===== src/rtl/alu_out_demux.sv =====
// ============================================================================
// Module      : alu_out_demux
// Description : Write-back demux for the GF(2^163) ALU. Holds xa/xb/za/zb/zc,
//               steers ALU result pairs, host load port and 1-cycle readback.
// Revision    : 1.0 - initial release
// ============================================================================
`default_nettype none

module alu_out_demux #(
    parameter int WIDTH = 163,
    parameter int CNT_W = 8
) (
    input  logic             clk,
    input  logic             rst,
    input  logic             res_valid,
    output logic             res_ready,
    input  logic [WIDTH-1:0] res_x,
    input  logic [WIDTH-1:0] res_z,
    input  logic             wr_x_en,
    input  logic             wr_xab,
    input  logic             wr_z_en,
    input  logic [1:0]       wr_z_sel,
    input  logic             ld_valid,
    output logic             ld_ready,
    input  logic [2:0]       ld_addr,
    input  logic [WIDTH-1:0] ld_data,
    input  logic             rd_req,
    input  logic [2:0]       rd_addr,
    output logic             rd_valid,
    output logic [WIDTH-1:0] rd_data,
    output logic [WIDTH-1:0] xa,
    output logic [WIDTH-1:0] xb,
    output logic [WIDTH-1:0] za,
    output logic [WIDTH-1:0] zb,
    output logic [WIDTH-1:0] zc,
    output logic [CNT_W-1:0] wr_cnt,
    output logic             err
);

    localparam logic [2:0] c_ADDR_MAX = 3'd4;
    localparam logic [1:0] c_Z_BAD    = 2'b11;

    logic [WIDTH-1:0] r_xa, r_xb, r_za, r_zb, r_zc;
    logic [WIDTH-1:0] r_rd_data;
    logic             r_rd_valid;
    logic [CNT_W-1:0] r_wr_cnt;
    logic             r_err;

    logic             w_xfer;
    logic             w_x_wr;
    logic             w_z_wr;
    logic             w_z_bad;
    logic             w_cnt_inc;
    logic             w_ld;
    logic             w_ld_bad;
    logic             w_rd_bad;
    logic [WIDTH-1:0] w_rd_mux;

    assign res_ready = 1'b1;
    // ALU has priority; a load can only commit in a cycle with no ALU result.
    assign ld_ready  = ~res_valid;

    assign w_xfer    = res_valid & res_ready;
    assign w_x_wr    = w_xfer & wr_x_en;
    assign w_z_wr    = w_xfer & wr_z_en & (wr_z_sel != c_Z_BAD);
    assign w_z_bad   = w_xfer & wr_z_en & (wr_z_sel == c_Z_BAD);
    assign w_cnt_inc = w_xfer & (wr_x_en | wr_z_en);
    assign w_ld      = ld_valid & ld_ready;
    assign w_ld_bad  = w_ld & (ld_addr > c_ADDR_MAX);
    assign w_rd_bad  = rd_req & (rd_addr > c_ADDR_MAX);

    always_comb begin
        w_rd_mux = '0;
        case (rd_addr)
            3'd0:    w_rd_mux = r_xa;
            3'd1:    w_rd_mux = r_xb;
            3'd2:    w_rd_mux = r_za;
            3'd3:    w_rd_mux = r_zb;
            3'd4:    w_rd_mux = r_zc;
            default: w_rd_mux = '0;
        endcase
    end

    always_ff @(posedge clk) begin
        if (rst) begin
            r_xa       <= '0;
            r_xb       <= '0;
            r_za       <= '0;
            r_zb       <= '0;
            r_zc       <= '0;
            r_rd_valid <= 1'b0;
            r_rd_data  <= '0;
            r_wr_cnt   <= '0;
            r_err      <= 1'b0;
        end else begin
            if (w_x_wr) begin
                if (wr_xab) r_xa <= res_x;
                else        r_xb <= res_x;
            end
            if (w_z_wr) begin
                case (wr_z_sel)
                    2'b00:   r_za <= res_z;
                    2'b01:   r_zb <= res_z;
                    default: r_zc <= res_z;
                endcase
            end
            if (w_ld) begin
                case (ld_addr)
                    3'd0:    r_xa <= ld_data;
                    3'd1:    r_xb <= ld_data;
                    3'd2:    r_za <= ld_data;
                    3'd3:    r_zb <= ld_data;
                    3'd4:    r_zc <= ld_data;
                    default: ;
                endcase
            end
            // Readback samples pre-edge contents, so it sees the old value.
            r_rd_valid <= rd_req;
            if (rd_req) r_rd_data <= w_rd_mux;
            if (w_cnt_inc && (r_wr_cnt != {CNT_W{1'b1}}))
                r_wr_cnt <= r_wr_cnt + CNT_W'(1);
            r_err <= r_err | w_z_bad | w_ld_bad | w_rd_bad;
        end
    end

    assign xa       = r_xa;
    assign xb       = r_xb;
    assign za       = r_za;
    assign zb       = r_zb;
    assign zc       = r_zc;
    assign rd_valid = r_rd_valid;
    assign rd_data  = r_rd_data;
    assign wr_cnt   = r_wr_cnt;
    assign err      = r_err;

endmodule

`default_nettype wire


===== config.mk =====
export PLATFORM = sky130hd
export DESIGN_NAME = alu_out_demux
export DESIGN_NICKNAME = d
export VERILOG_FILES = /design/src/rtl/alu_out_demux.sv
export SDC_FILE = /design/constraint.sdc
export NUM_CORES = 2
export LEC_CHECK = 0
export ABC_AREA = 1
export CORE_AREA = 4 4 574 576
export DETAILED_ROUTE_END_ITERATION = 10
export DIE_AREA = 0 0 578 580
export PLACE_DENSITY = 0.43
export SLEW_MARGIN = 5
export SYNTH_ARGS = -nofsm -noshare
export SYNTH_HDL_FRONTEND = slang
export SYNTH_SLANG_ARGS = --single-unit
export TNS_END_PERCENT = 100

===== constraint.sdc =====
create_clock -name clk -period 1.7 [get_ports clk]
set_clock_uncertainty 0.1 [all_clocks]
set_input_delay 0.34 -clock clk [delete_from_list [all_inputs] [get_ports clk]]
set_output_delay 0.34 -clock clk [all_outputs]
set_load 0.1 [all_outputs]

==> impl_results.html <==
<table>
<tr><th>Metric</th><th>Value</th></tr>
<tr><th colspan="2">Layout</th></tr>
<tr><td>Register Area</td><td>approximately 0.023 mm2</td></tr>
<tr><td>Area added between synthesis and finish</td><td>98.02%</td></tr>
<tr><td>Area taken by multi-input logic gates</td><td>0.02571 mm2</td></tr>
<tr><td>NumNets Final</td><td>about 10000</td></tr>
<tr><td>Leading cell types in the layout, fill and taps excluded</td><td>sky130_fd_sc_hd__nand2_1 (1771), sky130_fd_sc_hd__buf_4 (1288), sky130_fd_sc_hd__buf_12 (1169)</td></tr>
<tr><td>Ratio of cells with drive above 1 in the final layout</td><td>approximately 39%</td></tr>
<tr><td>Share of the core filled with cells</td><td>between 30% and 40%</td></tr>
<tr><td>Leading cell type in the layout, fill and taps excluded</td><td>sky130_fd_sc_hd__nand2_1</td></tr>
<tr><td>Filler cell count</td><td>roughly 34000</td></tr>
<tr><td>Non-filler instance count after layout</td><td>between 10000 and 15000</td></tr>
<tr><th colspan="2">Clocking</th></tr>
<tr><td>Buffers from clock root to sink, at most</td><td>4</td></tr>
<tr><td>Inserted Clock Buffers</td><td>140</td></tr>
<tr><td>Root Driver</td><td>sky130_fd_sc_hd__clkbuf_16</td></tr>
<tr><td>Clock tree from TritonCTS</td><td>yes</td></tr>
<tr><td>Clk pin slew, worst setup/hold paths</td><td>~0.060 ns</td></tr>
<tr><td>CTS H-tree depth</td><td>4</td></tr>
<tr><td>Source-to-sink clock delay at the later pin of the worst-skew pair</td><td>0.84 ns</td></tr>
<tr><td>CTS sink count</td><td>988</td></tr>
<tr><th colspan="2">Timing</th></tr>
<tr><td>Final critical-path share of the clock period</td><td>114.6%</td></tr>
<tr><td>Final-layout setup total negative slack</td><td>-98.64 ns</td></tr>
<tr><td>Actual transition at the worst max-transition pin</td><td>around 0.95 ns</td></tr>
<tr><td>Unrepaired setup endpoints after global routing</td><td>yes</td></tr>
<tr><td>Remaining max-slew budget at the tightest pin</td><td>36.63%</td></tr>
<tr><td>Slack of the critical path</td><td>-0.2488 ns</td></tr>
<tr><td>Number of slew-limit violations in the final report</td><td>0</td></tr>
<tr><td>Min Tclk post-route</td><td>1.949 ns</td></tr>
<tr><td>Highest achievable clock rate</td><td>roughly 510 MHz</td></tr>
<tr><td>Final-report hold violation count</td><td>0</td></tr>
<tr><td>Number of endpoints failing setup at the final stage</td><td>roughly 1000</td></tr>
<tr><th colspan="2">Critical path</th></tr>
<tr><td>Crit Reg-Reg Startpoint</td><td>wr_cnt[0]</td></tr>
<tr><td>Critical path start-end classification</td><td>flop to primary output</td></tr>
<tr><td>Critical Path AT</td><td>1.51 ns</td></tr>
<tr><td>R2R cell count</td><td>9</td></tr>
<tr><td>Startpoint type of the worst setup path</td><td>flop</td></tr>
<tr><td>Element type at the critical path end</td><td>primary output</td></tr>
<tr><td>Critical path peak fanout</td><td>2</td></tr>
<tr><td>RR Endpoint</td><td>wr_cnt[5]</td></tr>
<tr><td>Endpoint of the worst setup timing path</td><td>za[94]</td></tr>
<tr><td>Critical Path RT</td><td>1.26 ns</td></tr>
<tr><td>Start point of the critical path</td><td>za[94]</td></tr>
<tr><td>Cell chain of the critical path</td><td>buf_6 &gt; buf_12</td></tr>
<tr><td>Worst path max stage delay</td><td>0.34 ns</td></tr>
<tr><td>Worst R2R Setup Slack</td><td>roughly 0.080 ns</td></tr>
<tr><td>Slowest cell on the critical path</td><td>sky130_fd_sc_hd__dfxtp_2</td></tr>
<tr><th colspan="2">Floorplanning</th></tr>
<tr><td>Core Area</td><td>approximately 0.32 mm2</td></tr>
<tr><td>Chip Height</td><td>a little under 600 um</td></tr>
<tr><td>Die W</td><td>~580 um</td></tr>
<tr><td>Count of boundary I/O pins</td><td>around 1500</td></tr>
<tr><td>Die area</td><td>0.3352 mm2</td></tr>
<tr><td>Starting utilization of the core area</td><td>between 10% and 20%</td></tr>
<tr><td>Core Rows</td><td>about 210</td></tr>
<tr><th colspan="2">Power and ir drop</th></tr>
<tr><td>Worst vdd rail ir drop</td><td>about 0.65 mV</td></tr>
<tr><td>Sequential share of power</td><td>a little under a third</td></tr>
<tr><td>Power Internal</td><td>between 40 and 50 mW</td></tr>
<tr><td>Total leakage power</td><td>roughly 40 nW</td></tr>
<tr><td>Switch share</td><td>between 30% and 40%</td></tr>
<tr><td>PD cells</td><td>793.7 mW/mm2</td></tr>
<tr><td>Switching component of the power</td><td>around 29 mW</td></tr>
<tr><td>Clock group share of total power</td><td>between 30% and 40%</td></tr>
<tr><td>Relative contribution of combinational cells to total power</td><td>about 30%</td></tr>
<tr><td>Total power after layout</td><td>~79 mW</td></tr>
<tr><th colspan="2">Global route</th></tr>
<tr><td>Via count of the first global-routing pass</td><td>about 67000</td></tr>
<tr><td>Total routing resource utilization after global routing</td><td>between 20 and 25%</td></tr>
<tr><td>Antenna violations before repair</td><td>between 80 and 90</td></tr>
<tr><td>Maximum number of pins on one net before global-route repair</td><td>141</td></tr>
<tr><td>GR Overflow Total</td><td>0</td></tr>
<tr><td>Global-route wire length before repair</td><td>just under 600 mm</td></tr>
<tr><th colspan="2">Detailed routing</th></tr>
<tr><td>Vias after detailed routing</td><td>roughly 69000</td></tr>
<tr><td>Number of nets still failing antenna checks after routing</td><td>0</td></tr>
<tr><td>Wire per inst</td><td>30.45 um</td></tr>
<tr><td>Vias per cell</td><td>around 4.8</td></tr>
<tr><td>Sum of routed wire length over all layers</td><td>437.3 mm</td></tr>
<tr><td>Initial drt markers</td><td>about 7900</td></tr>
<tr><td>Post-route DRC</td><td>0</td></tr>
<tr><td>Detailed Routing Iterations Pass 1</td><td>7</td></tr>
<tr><th colspan="2">Synthesis</th></tr>
<tr><td>Post-synthesis sequential area ratio</td><td>approximately two fifths</td></tr>
<tr><td>Synth Register Bits</td><td>~990</td></tr>
<tr><td>Total standard cell area after synthesis</td><td>roughly 0.05 mm2</td></tr>
<tr><td>Number of warnings issued by yosys</td><td>0</td></tr>
<tr><td>Per-instance average area after synthesis</td><td>roughly 6.8 um2</td></tr>
<tr><td>Post-Syn Nets</td><td>roughly 8000</td></tr>
<tr><td>Synthesized instance count</td><td>7455</td></tr>
<tr><td>Number of unique standard cell types used by synthesis</td><td>27</td></tr>
<tr><th colspan="2">Worst hold path</th></tr>
<tr><td>Hold Path Class</td><td>primary input to flop</td></tr>
<tr><th colspan="2">Flow run</th></tr>
<tr><td>Number of max-cap violations</td><td>0</td></tr>
<tr><th colspan="2">Placed design</th></tr>
<tr><td>Number of buffers inserted by port buffering</td><td>~1500</td></tr>
<tr><td>Inst Count DP</td><td>13390</td></tr>
<tr><td>Detailed placement HPWL</td><td>around 340 mm</td></tr>
<tr><td>Post-Place Setup Slack</td><td>-1.176 ns</td></tr>
<tr><td>Gpl congestion</td><td>around 0.94</td></tr>
<tr><th colspan="2">Status</th></tr>
<tr><td>Outcome</td><td>finished, violations left</td></tr>
<tr><td>Violated checks</td><td>setup timing</td></tr>
</table>
[worst max-delay path, delay by kind of cell, from the launching register on]
family                 cells  cell delay [ns]
flip-flops                 1             0.34
buffers and inverters      2             0.31
[kinds of logic (layout without fill, tap and decap cells)]
group                    Yosys count  count (layout)  synth area share [%]
flip-flops                       988             988                 39.21
other                              1              37              0.007435
multiplexers                       8               8                0.1588
adder cells (fa/ha/maj)            1               1               0.02480
buffers and inverters           1288            3835                 10.14
AO/OA/AOI/OAI                   2094            2094                 23.80
XOR/XNOR                           4               4               0.06947
AND/OR/NAND/NOR                 3071            3071                 26.59
[timing repair]
action	in CTS	in global routing
buffers inserted	629	27
pin swaps	0	1
cloned	0	3
hold buffers	41	1
hold endpoints to repair	138	1
gates resized for setup	1773	57
setup endpoints to repair	1021	1125
[cell usage after synthesis, drive strengths merged]
| library cell | instances | share of area (%) |
|---|---|---|
| a21oi | 812 | 8.1 |
| inv | 568 | 4.2 |
| buf | 252 | 2.4 |
| nand4 | 322 | 4.0 |
| dfxtp | 988 | 39 |
| or2 | 161 | 2.0 |
| o211ai | 523 | 7.8 |
| o21ai | 586 | 5.8 |
| a31oi | 173 | 2.1 |
| mux2i | 8 | 0.16 |
| nand2 | 1779 | 13 |
| nand3 | 508 | 5.0 |
| conb | 1 | 0.0074 |
| xor2 | 3 | 0.052 |
| nor2 | 293 | 2.2 |
| clkbuf | 467 | 3.5 |
| nor3 | 8 | 0.079 |
| xnor2 | 1 | 0.017 |
| clkinv | 1 | 0.0074 |
| ha | 1 | 0.025 |
[registers in the layout, indices dropped and copies added, names as in the netlist]
register and count:
zb 163, za 163, rd_data 163, err 1
wr_cnt 8, xa 163, xb 163, rd_valid 1
zc 163
[through the flow]
stage	hold WS, ns	area, um2
global placement	0.3896	86470
CTS	0.001797	99390
finish	0.07545	99880
detailed placement	0.3943	86470
global route	0.01355	99830
floorplan	0.3998	50470
[power by group through the flow]
stage                     Clock, mW  Combinational [mW]  Sequential (mW)
final                          30.3                23.7             25.2
after global routing           31.8                24.4             25.3
after CTS                      30.9                23.6             25.3
after detailed placement          0                22.0             26.6
after global placement            0                22.0             26.6
after floorplan                   0                4.07             32.7
[area by class of cell]
class | count | share of cell area [%]
Antenna cell | 36 | 0.09019
Multi-Input combinational cell | 5179 | 25.74
Inverter | 569 | 2.214
Clock inverter | 42 | 0.5762
Sequential cell | 988 | 23.07
Timing Repair Buffer | 3019 | 38.90
Clock buffer | 205 | 3.992
Tap cell | 4325 | 5.418
[worst min path at each step]
stage           startpoint     endpoint  slack (ns)  cells after the start
3_5_place_dp   rd_data[68]  rd_data[68]        0.39                      2
2_1_floorplan    res_x[82]       xa[82]        0.40                      2
5_1_grt         res_x[102]      xa[102]        0.01                      3
3_3_place_gp   rd_data[86]  rd_data[86]        0.39                      2
6_report        res_x[102]      xa[102]        0.08                      3
4_1_cts         res_x[102]      xa[102]       0.002                      3
[routing by layer]
layer,global-route usage [%],vias to the layer above,part of all wire [%]
met4,13.46,62,6.5
li1,-,30430,-
met3,6.770,810,9.1
met5,0,-,0.097
met2,39.59,4018,45
met1,29.74,33530,39
Note: power is estimated with default switching activity, not from simulation.
